<file path="src/rtl/fetch_pkg.sv">
// rtl/fetch_pkg.sv - shared types and constants for the prefetching fetch unit.
package fetch_pkg;

  typedef enum logic [1:0] {
    IDLE,
    RUN,
    DRAIN,
    HALT
  } fetch_state_t;

  localparam int          INST_BYTES = 4;
  localparam logic [31:0] NOP_INST   = 32'h00000013;

endpackage

</file>
<file path="src/rtl/fetch_queue.sv">
// rtl/fetch_queue.sv - DEPTH-entry FIFO of {pc, inst} pairs; flush beats push and pop.
module fetch_queue #(
  parameter int DEPTH = 4,
  parameter int WIDTH = 64,
  parameter int CW    = $clog2(DEPTH) + 1
) (
  input  logic             clk,
  input  logic             reset,
  input  logic             push,
  input  logic [WIDTH-1:0] push_data,
  input  logic             pop,
  input  logic             flush,
  output logic [WIDTH-1:0] head,
  output logic [CW-1:0]    count,
  output logic             empty,
  output logic             full
);

  localparam int AW = $clog2(DEPTH);

  logic [WIDTH-1:0] mem [DEPTH];
  logic [AW-1:0]    rd_ptr;
  logic [AW-1:0]    wr_ptr;
  logic             do_push;
  logic             do_pop;

  assign empty   = (count == '0);
  assign full    = (count == CW'(DEPTH));
  assign do_pop  = pop && !empty && !flush;
  assign do_push = push && !flush && (!full || do_pop);
  assign head    = mem[rd_ptr];

  always_ff @(posedge clk or negedge reset) begin
    if (!reset) begin
      rd_ptr <= '0;
      wr_ptr <= '0;
      count  <= '0;
    end else if (flush) begin
      rd_ptr <= '0;
      wr_ptr <= '0;
      count  <= '0;
    end else begin
      if (do_push) wr_ptr <= wr_ptr + AW'(1);
      if (do_pop)  rd_ptr <= rd_ptr + AW'(1);
      count <= count + CW'(do_push) - CW'(do_pop);
    end
  end

  always_ff @(posedge clk) begin
    if (do_push) mem[wr_ptr] <= push_data;
  end

endmodule

</file>
<file path="src/rtl/fetch_prefetch_unit.sv">
// rtl/fetch_prefetch_unit.sv - prefetching IF stage with epoch-tagged redirect; FETCH_PERF_EN adds perf counters.
module fetch_prefetch_unit
  import fetch_pkg::*;
#(
  parameter int              XLEN     = 32,
  parameter int              DEPTH    = 4,
  parameter logic [XLEN-1:0] RESET_PC = '0,
  parameter logic [XLEN-1:0] END_ADDR = XLEN'(1024)
) (
  input  logic            clk,
  input  logic            reset,
  input  logic            go,
  input  logic [XLEN-1:0] rom_inst,
  output logic [XLEN-1:0] rom_addr,
  output logic            rom_re,
  input  logic            redirect,
  input  logic [XLEN-1:0] redirect_addr,
  input  logic            id_stall,
  output logic            id_valid,
  output logic [XLEN-1:0] id_inst,
  output logic [XLEN-1:0] id_pc,
  output logic            halt
`ifdef FETCH_PERF_EN
  ,
  output logic [31:0]     perf_fetched,
  output logic [31:0]     perf_flushed
`endif
);

  localparam int              CW  = $clog2(DEPTH) + 1;
  localparam logic [XLEN-1:0] INC = XLEN'(INST_BYTES);

  fetch_state_t      state_q, state_d;
  logic [XLEN-1:0]   fetch_pc_q, fetch_pc_d;
  logic              epoch_q;
  logic              req_valid_q;
  logic              req_epoch_q;
  logic [XLEN-1:0]   req_addr_q;
  logic              issue_epoch;

  logic [2*XLEN-1:0] head;
  logic [CW-1:0]     count;
  logic              q_empty;
  logic              q_full;

  logic              redirect_take;
  logic [XLEN-1:0]   target;
  logic              resp_ok;
  logic              resp_drop;
  logic              pop;
  logic              credit_ok;

  assign redirect_take = redirect && (state_q == RUN || state_q == DRAIN);
  assign target        = {redirect_addr[XLEN-1:2], 2'b00};
  assign resp_ok       = req_valid_q && (req_epoch_q == epoch_q) && !redirect_take;
  assign resp_drop     = req_valid_q && !resp_ok;
  assign pop           = !q_empty && !id_stall && !redirect;
  // Credits count the queue plus the one possible in-flight read, never the same-cycle pop.
  assign credit_ok     = (count + CW'(req_valid_q)) < CW'(DEPTH);

  fetch_queue #(
    .DEPTH (DEPTH),
    .WIDTH (2 * XLEN),
    .CW    (CW)
  ) u_queue (
    .clk       (clk),
    .reset     (reset),
    .push      (resp_ok),
    .push_data ({req_addr_q, rom_inst}),
    .pop       (pop),
    .flush     (redirect_take),
    .head      (head),
    .count     (count),
    .empty     (q_empty),
    .full      (q_full)
  );

  always_comb begin
    state_d     = state_q;
    fetch_pc_d  = fetch_pc_q;
    rom_re      = 1'b0;
    rom_addr    = '0;
    issue_epoch = epoch_q;
    case (state_q)
      IDLE: begin
        if (go) state_d = RUN;
      end
      RUN, DRAIN: begin
        if (redirect_take) begin
          fetch_pc_d = target;
          if (target == END_ADDR) begin
            state_d = DRAIN;
          end else begin
            state_d     = RUN;
            rom_re      = 1'b1;
            rom_addr    = target;
            fetch_pc_d  = target + INC;
            issue_epoch = ~epoch_q;
          end
        end else if (state_q == RUN) begin
          if (fetch_pc_q == END_ADDR) begin
            state_d = DRAIN;
          end else if (credit_ok) begin
            rom_re     = 1'b1;
            rom_addr   = fetch_pc_q;
            fetch_pc_d = fetch_pc_q + INC;
          end
        end else if (!req_valid_q && count == CW'(pop)) begin
          // Last entry leaves this cycle, so halt rises on the following one.
          state_d = HALT;
        end
      end
      default: ;
    endcase
  end

  always_ff @(posedge clk or negedge reset) begin
    if (!reset) begin
      state_q     <= IDLE;
      fetch_pc_q  <= RESET_PC;
      epoch_q     <= 1'b0;
      req_valid_q <= 1'b0;
      req_epoch_q <= 1'b0;
      req_addr_q  <= '0;
    end else begin
      state_q     <= state_d;
      fetch_pc_q  <= fetch_pc_d;
      req_valid_q <= rom_re;
      if (redirect_take) epoch_q <= ~epoch_q;
      if (rom_re) begin
        req_epoch_q <= issue_epoch;
        req_addr_q  <= rom_addr;
      end
    end
  end

  assign id_valid = !q_empty;
  assign id_pc    = q_empty ? '0 : head[2*XLEN-1:XLEN];
  assign id_inst  = q_empty ? '0 : head[XLEN-1:0];
  assign halt     = (state_q == HALT);

`ifdef FETCH_PERF_EN
  logic [CW-1:0] flush_cnt;
  logic [32:0]   fetched_sum;
  logic [32:0]   flushed_sum;

  always_comb begin
    flush_cnt   = (redirect_take ? count : '0) + CW'(resp_drop);
    fetched_sum = {1'b0, perf_fetched} + 33'(pop);
    flushed_sum = {1'b0, perf_flushed} + 33'(flush_cnt);
  end

  always_ff @(posedge clk or negedge reset) begin
    if (!reset) begin
      perf_fetched <= '0;
      perf_flushed <= '0;
    end else begin
      perf_fetched <= fetched_sum[32] ? '1 : fetched_sum[31:0];
      perf_flushed <= flushed_sum[32] ? '1 : flushed_sum[31:0];
    end
  end
`endif

endmodule

</file>
<file path="config.mk">
export PLATFORM = sky130hd
export DESIGN_NAME = fetch_prefetch_unit
export DESIGN_NICKNAME = d
export VERILOG_FILES = /design/src/rtl/fetch_pkg.sv /design/src/rtl/fetch_queue.sv /design/src/rtl/fetch_prefetch_unit.sv
export SDC_FILE = /design/constraint.sdc
export NUM_CORES = 1
export LEC_CHECK = 0
export ABC_AREA = 1
export BUFFER_PORTS_ARGS = -buffer_cell sky130_fd_sc_hd__buf_4
export CORE_MARGIN = 5
export CORE_UTILIZATION = 56
export CTS_CLUSTER_SIZE = 40
export DETAILED_ROUTE_END_ITERATION = 7
export PLACE_DENSITY = 0.87
export SLEW_MARGIN = 20
export SYNTH_ARGS = -nofsm -noshare
export SYNTH_HDL_FRONTEND = slang
export SYNTH_HIERARCHICAL = 1
export SYNTH_SLANG_ARGS = --single-unit
</file>
<file path="constraint.sdc">
create_clock -name clk -period 11.9 [get_ports clk]
set_clock_uncertainty 0.05 [all_clocks]
set_input_delay 2.38 -clock clk [delete_from_list [all_inputs] [get_ports clk]]
set_output_delay 2.38 -clock clk [all_outputs]
set_load 0.01 [all_outputs]
</file>
==> impl_metrics.csv, run 1 <==
group,metric,value,unit
outcome,status,"complete, no violations",
critical_path,worstSetupStartpointType,"input port",
sta,setup_viol,0,
critical_path,cpMaxStageDelayCell,"nand2_2",
critical_path,r2r_setup_slack,7.13,ns
power,power.share.clock,42.4,%
floorplanning,start_util,56.8,%
clock_tree,postCtsSetupBuffers,0,
clock_tree,cts_buffers,31,
detailed_routing,drcViolationCount,0,
flow_run,drv_cap,0,
hold_path,holdCritStartpoint,"epoch_q",
critical_path,critPathCaptureType,"primary output",
sta,period_needed,7.79,ns
sta,max_slew_margin,31.2,%
cells_and_area,layout.nets,2017,
placed_design,dpl.cell_count,2286,
clock_tree,clk_latency,0.57,ns
clock_tree,hold_buffers,0,
clock_tree,post_cts_resized,0,
sta,setup_tns,0,ns
detailed_routing,vias_per_cell,5.68,
sta,finalHoldViolations,0,
power,seq_power_share,55.1,%
cells_and_area,layout-drive-gt1-share,19.2,%
critical_path,crit_chain,"buf_4 > nand2_4 > inv_2 > buf_4 > nand2_2 > nand2_1 > buf_4",
logic_synthesis,ys_warn_count,6,
grt,grt_max_degree,117,
detailed_routing,drt_wl_total,44900,um
grt,grt_pass1_wl,70000,um
logic_synthesis,syn_area,0.0169,mm^2
clock_tree,root_buffer,"clkbuf_16",
power,leakage,8.37,nW
power,sw_frac_of_total,19.9,%
grt,track_usage,26.0,%
critical_path,worstSetupPathType,"in -> out",
grt,antenna_found_initial,0,
detailed_routing,vias,13300,
sta,rsz0062_at_grt,"false",
detailed_routing,first_pass_iters,6,
power,pwr-share-comb,2.5,%
sta,post-route-period-util,65.5,%
critical_path,crit_path_frequent_cell,"buf_4",
floorplanning,die_w,184,um
grt,grt_pass1_vias,13000,
logic_synthesis,avgSynthCellArea,9.35,um^2
critical_path,cp_max_fo,88,
clock_tree,tritoncts,"yes",
floorplanning,die_h,184,um
floorplanning,core,0.0297,mm^2
placed_design,hpwl,29800,um
cells_and_area,nFillCells,2307,
cells_and_area,stdcell_count,2346,
cells_and_area,syn_to_final_growth,13.9,%
sta,clock.fmax,0.128,GHz
placed_design,gp_congestion,0.988,
detailed_routing,ant_nets,0,
critical_path,reg2reg_from,"state_q[0]",
power,p_sw,0.445,mW
critical_path,cp_top_family,"simple AND/OR/NAND/NOR gates",
grt,grt_remaining_overflow,0,
sta,layout_setup_ws,4.11,ns
logic_synthesis,synthCells,1805,
critical_path,cp_data_required_time,9.47,ns
cells_and_area,antenna_cells,0,
hold_path,min_to,"epoch_q",
floorplanning,ioPinCount,168,
power,internal-power,1.79,mW
placed_design,post-place-ws,4.16,ns
sta,tightest_slew,1.03,ns
hold_path,hold_class,"reg -> reg",
power,powerDensity,116,mW/mm^2
power,peakVddDrop,0.0000946,V
placed_design,io_buffers,163,
critical_path,worstPathArrival,5.36,ns
detailed_routing,drt_iter0_drc,1447,
critical_path,ff2ff_path_depth,9,
hold_path,hold-path-cell-count,1,
critical_path,r2r_end,"u_queue/mem[3][57]",
critical_path,slowest_delay,0.80,ns
critical_path,crit_buf_inv,4,
floorplanning,dieArea,0.0337,mm^2
sta,final_max_slew_viol_count,0,
clock_tree,clk_path_buf_depth,3,
clock_tree,clk_pin_slew,0.06,ns
clock_tree,cts_htree_levels,1,
detailed_routing,wl_per_cell,19.1,um
floorplanning,rows,63,
clock_tree,clock-sinks,329,
## state kept, by name, summed over array words and instances, names as in the netlist, 2 cells and up
register,flops
req_addr_q,31
state_q,2
u_queue/count,3
fetch_pc_q,30
u_queue/rd_ptr,2
u_queue/wr_ptr,2
u_queue/mem,256
## layout by cell type, fill, tap and decap left out, types with 3 or more instances in the layout
cell type	n
nand2_1	339
nor2_1	325
edfxtp_1	256
buf_4	174
inv_1	173
nand3_1	130
o21ai_0	96
dfrtp_1	71
o22ai_1	54
nand3_2	46
o21ai_1	36
clkbuf_16	31
o31ai_1	28
inv_2	22
o21ai_2	21
nor2_4	19
xor2_1	18
ha_1	16
nand4_1	11
nor2_2	11
clkbuf_1	11
nand2_2	10
o22ai_2	10
a21oi_1	7
clkinv_2	6
clkbuf_8	5
nand2_4	3
or2_2	3
clkinv_4	3
## worst reg2reg max path, stage by stage (launching register included)
cell,delay (ns)
dfrtp_1,0.42
inv_1,0.07
ha_1,0.29
buf_4,0.27
nand2_4,0.73
inv_2,0.43
nor2_1,0.31
nand2_1,0.37
nor2_4,0.79
buf_4,0.63
## routing by layer
layer | vias to the layer above | track usage, % | routed length (um)
met5 | - | 0 | 0
met4 | 0 | 6.35 | 1070
met3 | 82 | 2.57 | 3380
met2 | 612 | 46.3 | 22700
met1 | 6375 | 34.4 | 17700
li1 | 6266 | - | -
## power by group through the flow
stage               clock (mW)  sequential, mW  combinational [mW]
floorplan                    0            1.26              0.0159
global placement             0            1.26              0.0510
detailed placement           0            1.26              0.0529
CTS                      0.957            1.23              0.0532
global route              1.00            1.23              0.0603
finish                   0.948            1.23              0.0548
## how the worst max path moves through the flow
stage,startpoint,end,slack [ns],cells after the start
2_1_floorplan,redirect,u_queue/mem[0][0],5.33,9
3_3_place_gp,redirect,rom_re,4.15,7
3_5_place_dp,redirect,rom_re,4.16,7
4_1_cts,redirect,rom_re,4.15,7
5_1_grt,redirect,rom_re,3.89,7
6_report,redirect,rom_re,4.11,7
## area by class of cell
cell class / count / area [um^2] / share of cell area [%]
clock buffers: 47 / 886 / 4.61
clock inverters: 11 / 98.8 / 0.515
inverters: 198 / 747 / 3.89
multi-input cells: 1194 / 6100 / 31.8
flip-flops and latches: 329 / 9520 / 49.6
well taps: 390 / 488 / 2.54
repair buffers: 177 / 1370 / 7.14
## through the flow
step | hold slack (ns) | cell area, um^2 | utilization, % | power (mW)
floorplan | 0.427 | 16900 | - | 1.27
CTS | 0.485 | 19200 | 64.4 | 2.24
finish | 0.487 | 19200 | 64.6 | 2.23
detailed placement | 0.473 | 18200 | 61.1 | 1.31
global placement | 0.450 | 18200 | 61.1 | 1.31
global route | 0.517 | 19200 | 64.6 | 2.29
Note: power is estimated with default switching activity, not from simulation.
==> inputs of run 2 (changes only) <==
==> constraint.sdc (replaced) <==
create_clock -name clk -period 7.86 [get_ports clk]
set_clock_uncertainty 0.05 [all_clocks]
set_input_delay 1.572 -clock clk [delete_from_list [all_inputs] [get_ports clk]]
set_output_delay 1.572 -clock clk [all_outputs]
set_load 0.01 [all_outputs]
==> run 2 against run 1 <==
Against the previous run: hold slack lost 0.0060 ns; cell count decreased by 0.26%; setup slack lost 1.4 ns.
==> impl_metrics.csv, run 2 (synthesis results as in run 1) <==
group,metric,value,unit
critical_path,endpoint,"rom_addr[21]",
clock_tree,clk_latency,0.55,ns
grt,track_usage,25.5,%
cells_and_area,layout.nets,2014,
critical_path,worstSetupPathType,"reg -> out",
power,leakage,8.30,nW
detailed_routing,ant_nets,0,
critical_path,cp_top_family,"buffers and inverters",
detailed_routing,drt_wl_total,43900,um
floorplanning,start_util,56.8,%
critical_path,cp_data_required_time,6.24,ns
power,internal-power,2.63,mW
detailed_routing,drt_iter0_drc,1243,
sta,rsz0062_at_grt,"false",
critical_path,worstSetupStartpointType,"flop",
critical_path,crit_chain,"inv_1 > ha_1 > buf_4 > nand2_4 > inv_2 > buf_4 > nand2_1 > nand3_1 > inv_1 > buf_4",
critical_path,r2r_end,"u_queue/mem[3][16]",
sta,setup_viol,0,
outcome,status,"complete, no violations",
clock_tree,hold_buffers,0,
floorplanning,core,0.0297,mm^2
floorplanning,die_h,184,um
detailed_routing,drcViolationCount,0,
critical_path,slowest_delay,0.54,ns
critical_path,reg2reg_from,"state_q[0]",
clock_tree,cts_buffers,29,
grt,antenna_found_initial,0,
cells_and_area,antenna_cells,0,
power,pwr-share-comb,2.4,%
critical_path,cp_num_cells,10,
sta,tightest_slew,1.09,ns
power,p_sw,0.652,mW
sta,hold_slack,0.481,ns
placed_design,hpwl,29400,um
clock_tree,clock-sinks,329,
critical_path,cp_max_fo,61,
clock_tree,clk_path_buf_depth,3,
critical_path,crit_path_frequent_cell,"buf_4",
sta,period_needed,5.19,ns
placed_design,io_buffers,163,
floorplanning,dieArea,0.0337,mm^2
grt,grt_pass1_vias,12800,
cells_and_area,final_cell_mix,"nand2_1, nor2_1, edfxtp_1, buf_4, inv_1",
power,sw_frac_of_total,19.9,%
sta,setup_tns,0,ns
critical_path,critPathCaptureType,"primary output",
cells_and_area,stdcell_count,2340,
cells_and_area,layout-drive-gt1-share,19.1,%
cells_and_area,regArea,0.00952,mm^2
cells_and_area,largest_reg_flops,256,
grt,grt_max_degree,113,
power,peakVddDrop,0.000130,V
cells_and_area,final_common_cell,"nand2_1",
sta,finalHoldViolations,0,
hold_path,hold_class,"reg -> reg",
clock_tree,root_buffer,"clkbuf_16",
clock_tree,clk_pin_slew,0.07,ns
clock_tree,postCtsSetupBuffers,0,
grt,grt_pass1_wl,68700,um
clock_tree,cts_htree_levels,1,
grt,grt_remaining_overflow,0,
placed_design,gp_congestion,0.965,
floorplanning,die_w,184,um
placed_design,dpl.cell_count,2287,
flow_run,drv_cap,0,
critical_path,ff2ff_path_depth,10,
power,powerDensity,172,mW/mm^2
floorplanning,rows,63,
critical_path,crit_start,"state_q[0]",
floorplanning,ioPinCount,168,
critical_path,cpMaxStageDelayCell,"buf_4",
cells_and_area,top_register,"u_queue/mem",
detailed_routing,first_pass_iters,6,
critical_path,worstPathArrival,3.57,ns
critical_path,r2r_setup_slack,3.38,ns
cells_and_area,nFillCells,2333,
power,seq_power_share,56.9,%
sta,post-route-period-util,66.1,%
clock_tree,tritoncts,"yes",
cells_and_area,reg.largest.list,"u_queue/mem x256, req_addr_q x31, fetch_pc_q x30",
cells_and_area,multiInputGateArea,0.00610,mm^2
critical_path,crit_buf_inv,6,
power,power.share.clock,40.7,%
detailed_routing,vias,13200,
sta,max_slew_margin,27.4,%
sta,final_max_slew_viol_count,0,
cells_and_area,syn_to_final_growth,13.1,%
detailed_routing,wl_per_cell,18.8,um
detailed_routing,vias_per_cell,5.63,
clock_tree,post_cts_resized,0,
sta,clock.fmax,0.193,GHz
run 2: cell types whose count changed in the layout (fill, tap and decap cells not counted), sizes merged:
cell / before / now
clkbuf: 47 / 40
clkinv: 10 / 11
clkinvlp: 0 / 2
buf: 177 / 176
bufinv: 1 / 0
run 2: layer usage:
metal | global-route usage, % | share of wire [%] | vias to the layer above
met5 | 0 | 0 | -
met2 | 44.2 | 50 | 576
met1 | 34.5 | 39 | 6250
met3 | 3.17 | 8.1 | 85
li1 | - | - | 6260
met4 | 6.73 | 2.6 | 0
run 2: layout make-up:
class	instances	share of cell area, %
flip-flops and latches	329	49.9
multi-input cells	1194	32.0
repair buffers	176	6.93
clock buffers	40	4.29
inverters	198	3.92
well taps	390	2.56
clock inverters	13	0.420
run 2: power groups by stage:
stage	Combinational (mW)	Sequential [mW]	Clock, mW
finish	0.0798	1.86	1.33
global route	0.0891	1.86	1.42
CTS	0.0798	1.86	1.34
detailed placement	0.0793	1.90	0
global placement	0.0768	1.90	0
floorplan	0.0240	1.90	0
run 2: how the worst min path moves through the flow:
stage / cells past startpoint / slack, ns / to / start
finish: 0 / 0.48 / u_queue/mem[2][61] / req_addr_q[29]
global route: 0 / 0.52 / u_queue/mem[3][62] / req_addr_q[30]
CTS: 0 / 0.48 / u_queue/mem[2][61] / req_addr_q[29]
detailed placement: 0 / 0.47 / u_queue/mem[3][61] / req_addr_q[29]
global placement: 1 / 0.45 / epoch_q / epoch_q
floorplan: 0 / 0.43 / u_queue/mem[0][36] / req_addr_q[4]
run 2: per-stage QoR:
stage	util (%)	power [mW]	area, um^2	worst slack (ns)
after detailed placement	61.2	1.98	18200	2.79
final	64.2	3.28	19100	2.67
after floorplan	-	1.93	16900	2.10
after CTS	64.2	3.29	19100	2.73
after global routing	64.2	3.38	19100	2.53
after global placement	61.2	1.98	18200	2.84
run 2: worst register-to-register path, stage by stage (launching register included):
cell,delay [ns]
dfrtp_1,0.43
inv_1,0.07
ha_1,0.28
buf_4,0.27
nand2_4,0.41
inv_2,0.13
buf_4,0.35
nor2_1,0.29
nand2_1,0.33
nor2_4,0.86
buf_4,0.62
==> inputs of run 3 (changes only) <==
--- a/config.mk
+++ b/config.mk
@@ -8,10 +8,10 @@
 export ABC_AREA = 1
 export BUFFER_PORTS_ARGS = -buffer_cell sky130_fd_sc_hd__buf_4
 export CORE_MARGIN = 5
-export CORE_UTILIZATION = 56
+export CORE_UTILIZATION = 54
 export CTS_CLUSTER_SIZE = 40
 export DETAILED_ROUTE_END_ITERATION = 7
-export PLACE_DENSITY = 0.87
+export PLACE_DENSITY = 0.88
 export SLEW_MARGIN = 20
 export SYNTH_ARGS = -nofsm -noshare
 export SYNTH_HDL_FRONTEND = slang
==> constraint.sdc (replaced) <==
create_clock -name clk -period 4.6 [get_ports clk]
set_clock_uncertainty 0.05 [all_clocks]
set_input_delay 0.92 -clock clk [delete_from_list [all_inputs] [get_ports clk]]
set_output_delay 0.92 -clock clk [all_outputs]
set_load 0.01 [all_outputs]
==> run 3 against run 2 <==
Against the previous run: first-iteration DRC count rose by 21%; largest cell class unchanged; final area up 0.64%; wire length rose by 1.5%.
==> impl_metrics.csv, run 3 (synthesis results as in run 1) <==
group,metric,value,unit
clock_tree,clk_path_buf_depth,3,
clock_tree,postCtsSetupBuffers,0,
clock_tree,clk_pin_slew,0.06,ns
floorplanning,die_w,187,um
critical_path,cp_max_fo,34,
cells_and_area,syn_to_final_growth,13.8,%
grt,grt_remaining_overflow,0,
critical_path,worstSetupPathType,"reg -> out",
cells_and_area,layout-drive-gt1-share,19.1,%
power,peakVddDrop,0.000188,V
sta,layout_setup_ws,0.570,ns
flow_run,drv_cap,0,
sta,final_max_slew_viol_count,0,
clock_tree,post_cts_resized,0,
outcome,status,"complete, no violations",
cells_and_area,nFillCells,2402,
critical_path,worstSetupStartpointType,"flop",
cells_and_area,multiInputGateArea,0.00609,mm^2
critical_path,cp_data_required_time,3.63,ns
critical_path,worstPathArrival,3.06,ns
detailed_routing,wl_per_cell,19.0,um
clock_tree,clock-sinks,329,
hold_path,hold_class,"reg -> reg",
detailed_routing,drt_wl_total,44600,um
detailed_routing,vias_per_cell,5.65,
cells_and_area,regArea,0.00952,mm^2
sta,clock.fmax,0.248,GHz
floorplanning,ioPinCount,168,
floorplanning,dieArea,0.0349,mm^2
clock_tree,hold_buffers,0,
clock_tree,clk_latency,0.55,ns
sta,rsz0062_at_grt,"false",
grt,grt_max_degree,107,
critical_path,r2r_setup_slack,1.56,ns
placed_design,post-place-ws,1.06,ns
critical_path,r2r_end,"u_queue/count[2]",
critical_path,ff2ff_path_depth,16,
clock_tree,root_buffer,"clkbuf_16",
grt,grt_pass1_wl,69600,um
critical_path,reg2reg_from,"state_q[0]",
cells_and_area,largest_reg_flops,256,
power,p_total,5.67,mW
sta,period_needed,4.03,ns
floorplanning,rows,64,
placed_design,io_buffers,163,
grt,track_usage,24.6,%
power,powerDensity,295,mW/mm^2
clock_tree,cts_htree_levels,1,
grt,antenna_found_initial,0,
critical_path,endpoint,"rom_re",
cells_and_area,final_cell_mix,"nand2_1, nor2_1, edfxtp_1, buf_4, inv_1",
cells_and_area,reg.largest.list,"u_queue/mem x256, req_addr_q x31, fetch_pc_q x30",
floorplanning,die_h,187,um
critical_path,critPathCaptureType,"primary output",
detailed_routing,drt_iter0_drc,1510,
sta,finalHoldViolations,0,
detailed_routing,first_pass_iters,6,
detailed_routing,ant_nets,0,
floorplanning,start_util,54.9,%
detailed_routing,vias,13300,
floorplanning,core,0.0307,mm^2
placed_design,gp_congestion,0.964,
placed_design,hpwl,29600,um
sta,post-route-period-util,87.6,%
critical_path,crit_start,"state_q[0]",
sta,tightest_slew,1.02,ns
clock_tree,tritoncts,"yes",
cells_and_area,layout.nets,2020,
sta,setup_viol,0,
grt,grt_pass1_vias,13100,
cells_and_area,top_register,"u_queue/mem",
cells_and_area,fin_util,62.4,%
sta,hold_slack,0.473,ns
power,leakage,8.34,nW
detailed_routing,drcViolationCount,0,
sta,max_slew_margin,31.9,%
cells_and_area,antenna_cells,0,
cells_and_area,final_common_cell,"nand2_1",
clock_tree,cts_buffers,30,
==> run 3: how the worst min path moves through the flow <==
stage	end	depth (start not counted)	slack (ns)	from
2_1_floorplan	u_queue/mem[0][36]	0	0.43	req_addr_q[4]
3_3_place_gp	epoch_q	1	0.45	epoch_q
3_5_place_dp	epoch_q	1	0.45	epoch_q
4_1_cts	epoch_q	1	0.47	epoch_q
5_1_grt	u_queue/mem[0][29]	1	0.50	rom_inst[29]
6_report	epoch_q	1	0.47	epoch_q
==> run 3: final cells by class <==
type | count | share of cell area [%]
flip-flops and latches | 329 | 49.6
multi-input cells | 1194 | 31.7
repair buffers | 181 | 7.40
clock buffers | 40 | 4.27
inverters | 198 | 3.89
well taps | 396 | 2.58
clock inverters | 14 | 0.548
==> run 3: critical path: stages, from the launching register on <==
cell and delay [ns]:
dfrtp_1 0.42, inv_1 0.07, ha_1 0.34, buf_4 0.38
inv_1 0.12, nor2_2 0.28, nand2_4 0.36, nand2_1 0.37
buf_4 0.18
==> run 3: routing by layer <==
| layer | global-route usage [%] | vias up | part of all wire [%] |
|---|---|---|---|
| li1 | - | 6277 | - |
| met1 | 33.1 | 6381 | 40 |
| met2 | 42.6 | 562 | 50 |
| met3 | 3.23 | 73 | 7.4 |
| met4 | 6.43 | 0 | 2.3 |
| met5 | 0 | - | 0 |
==> run 3: where the power goes <==
group / switching, mW / internal, mW
sequential: 0 / 3.19
clock: 1.04 / 1.31
combinational: 0.0860 / 0.0514
==> run 3: stage by stage <==
stage | setup TNS, ns | instance area, um^2 | instances
after floorplan | -131.18 | 16900 | 1806
after global placement | 0 | 18300 | 2298
after detailed placement | 0 | 18300 | 2298
after CTS | 0 | 19200 | 2352
after global routing | 0 | 19200 | 2352
final | 0 | 19200 | 2352
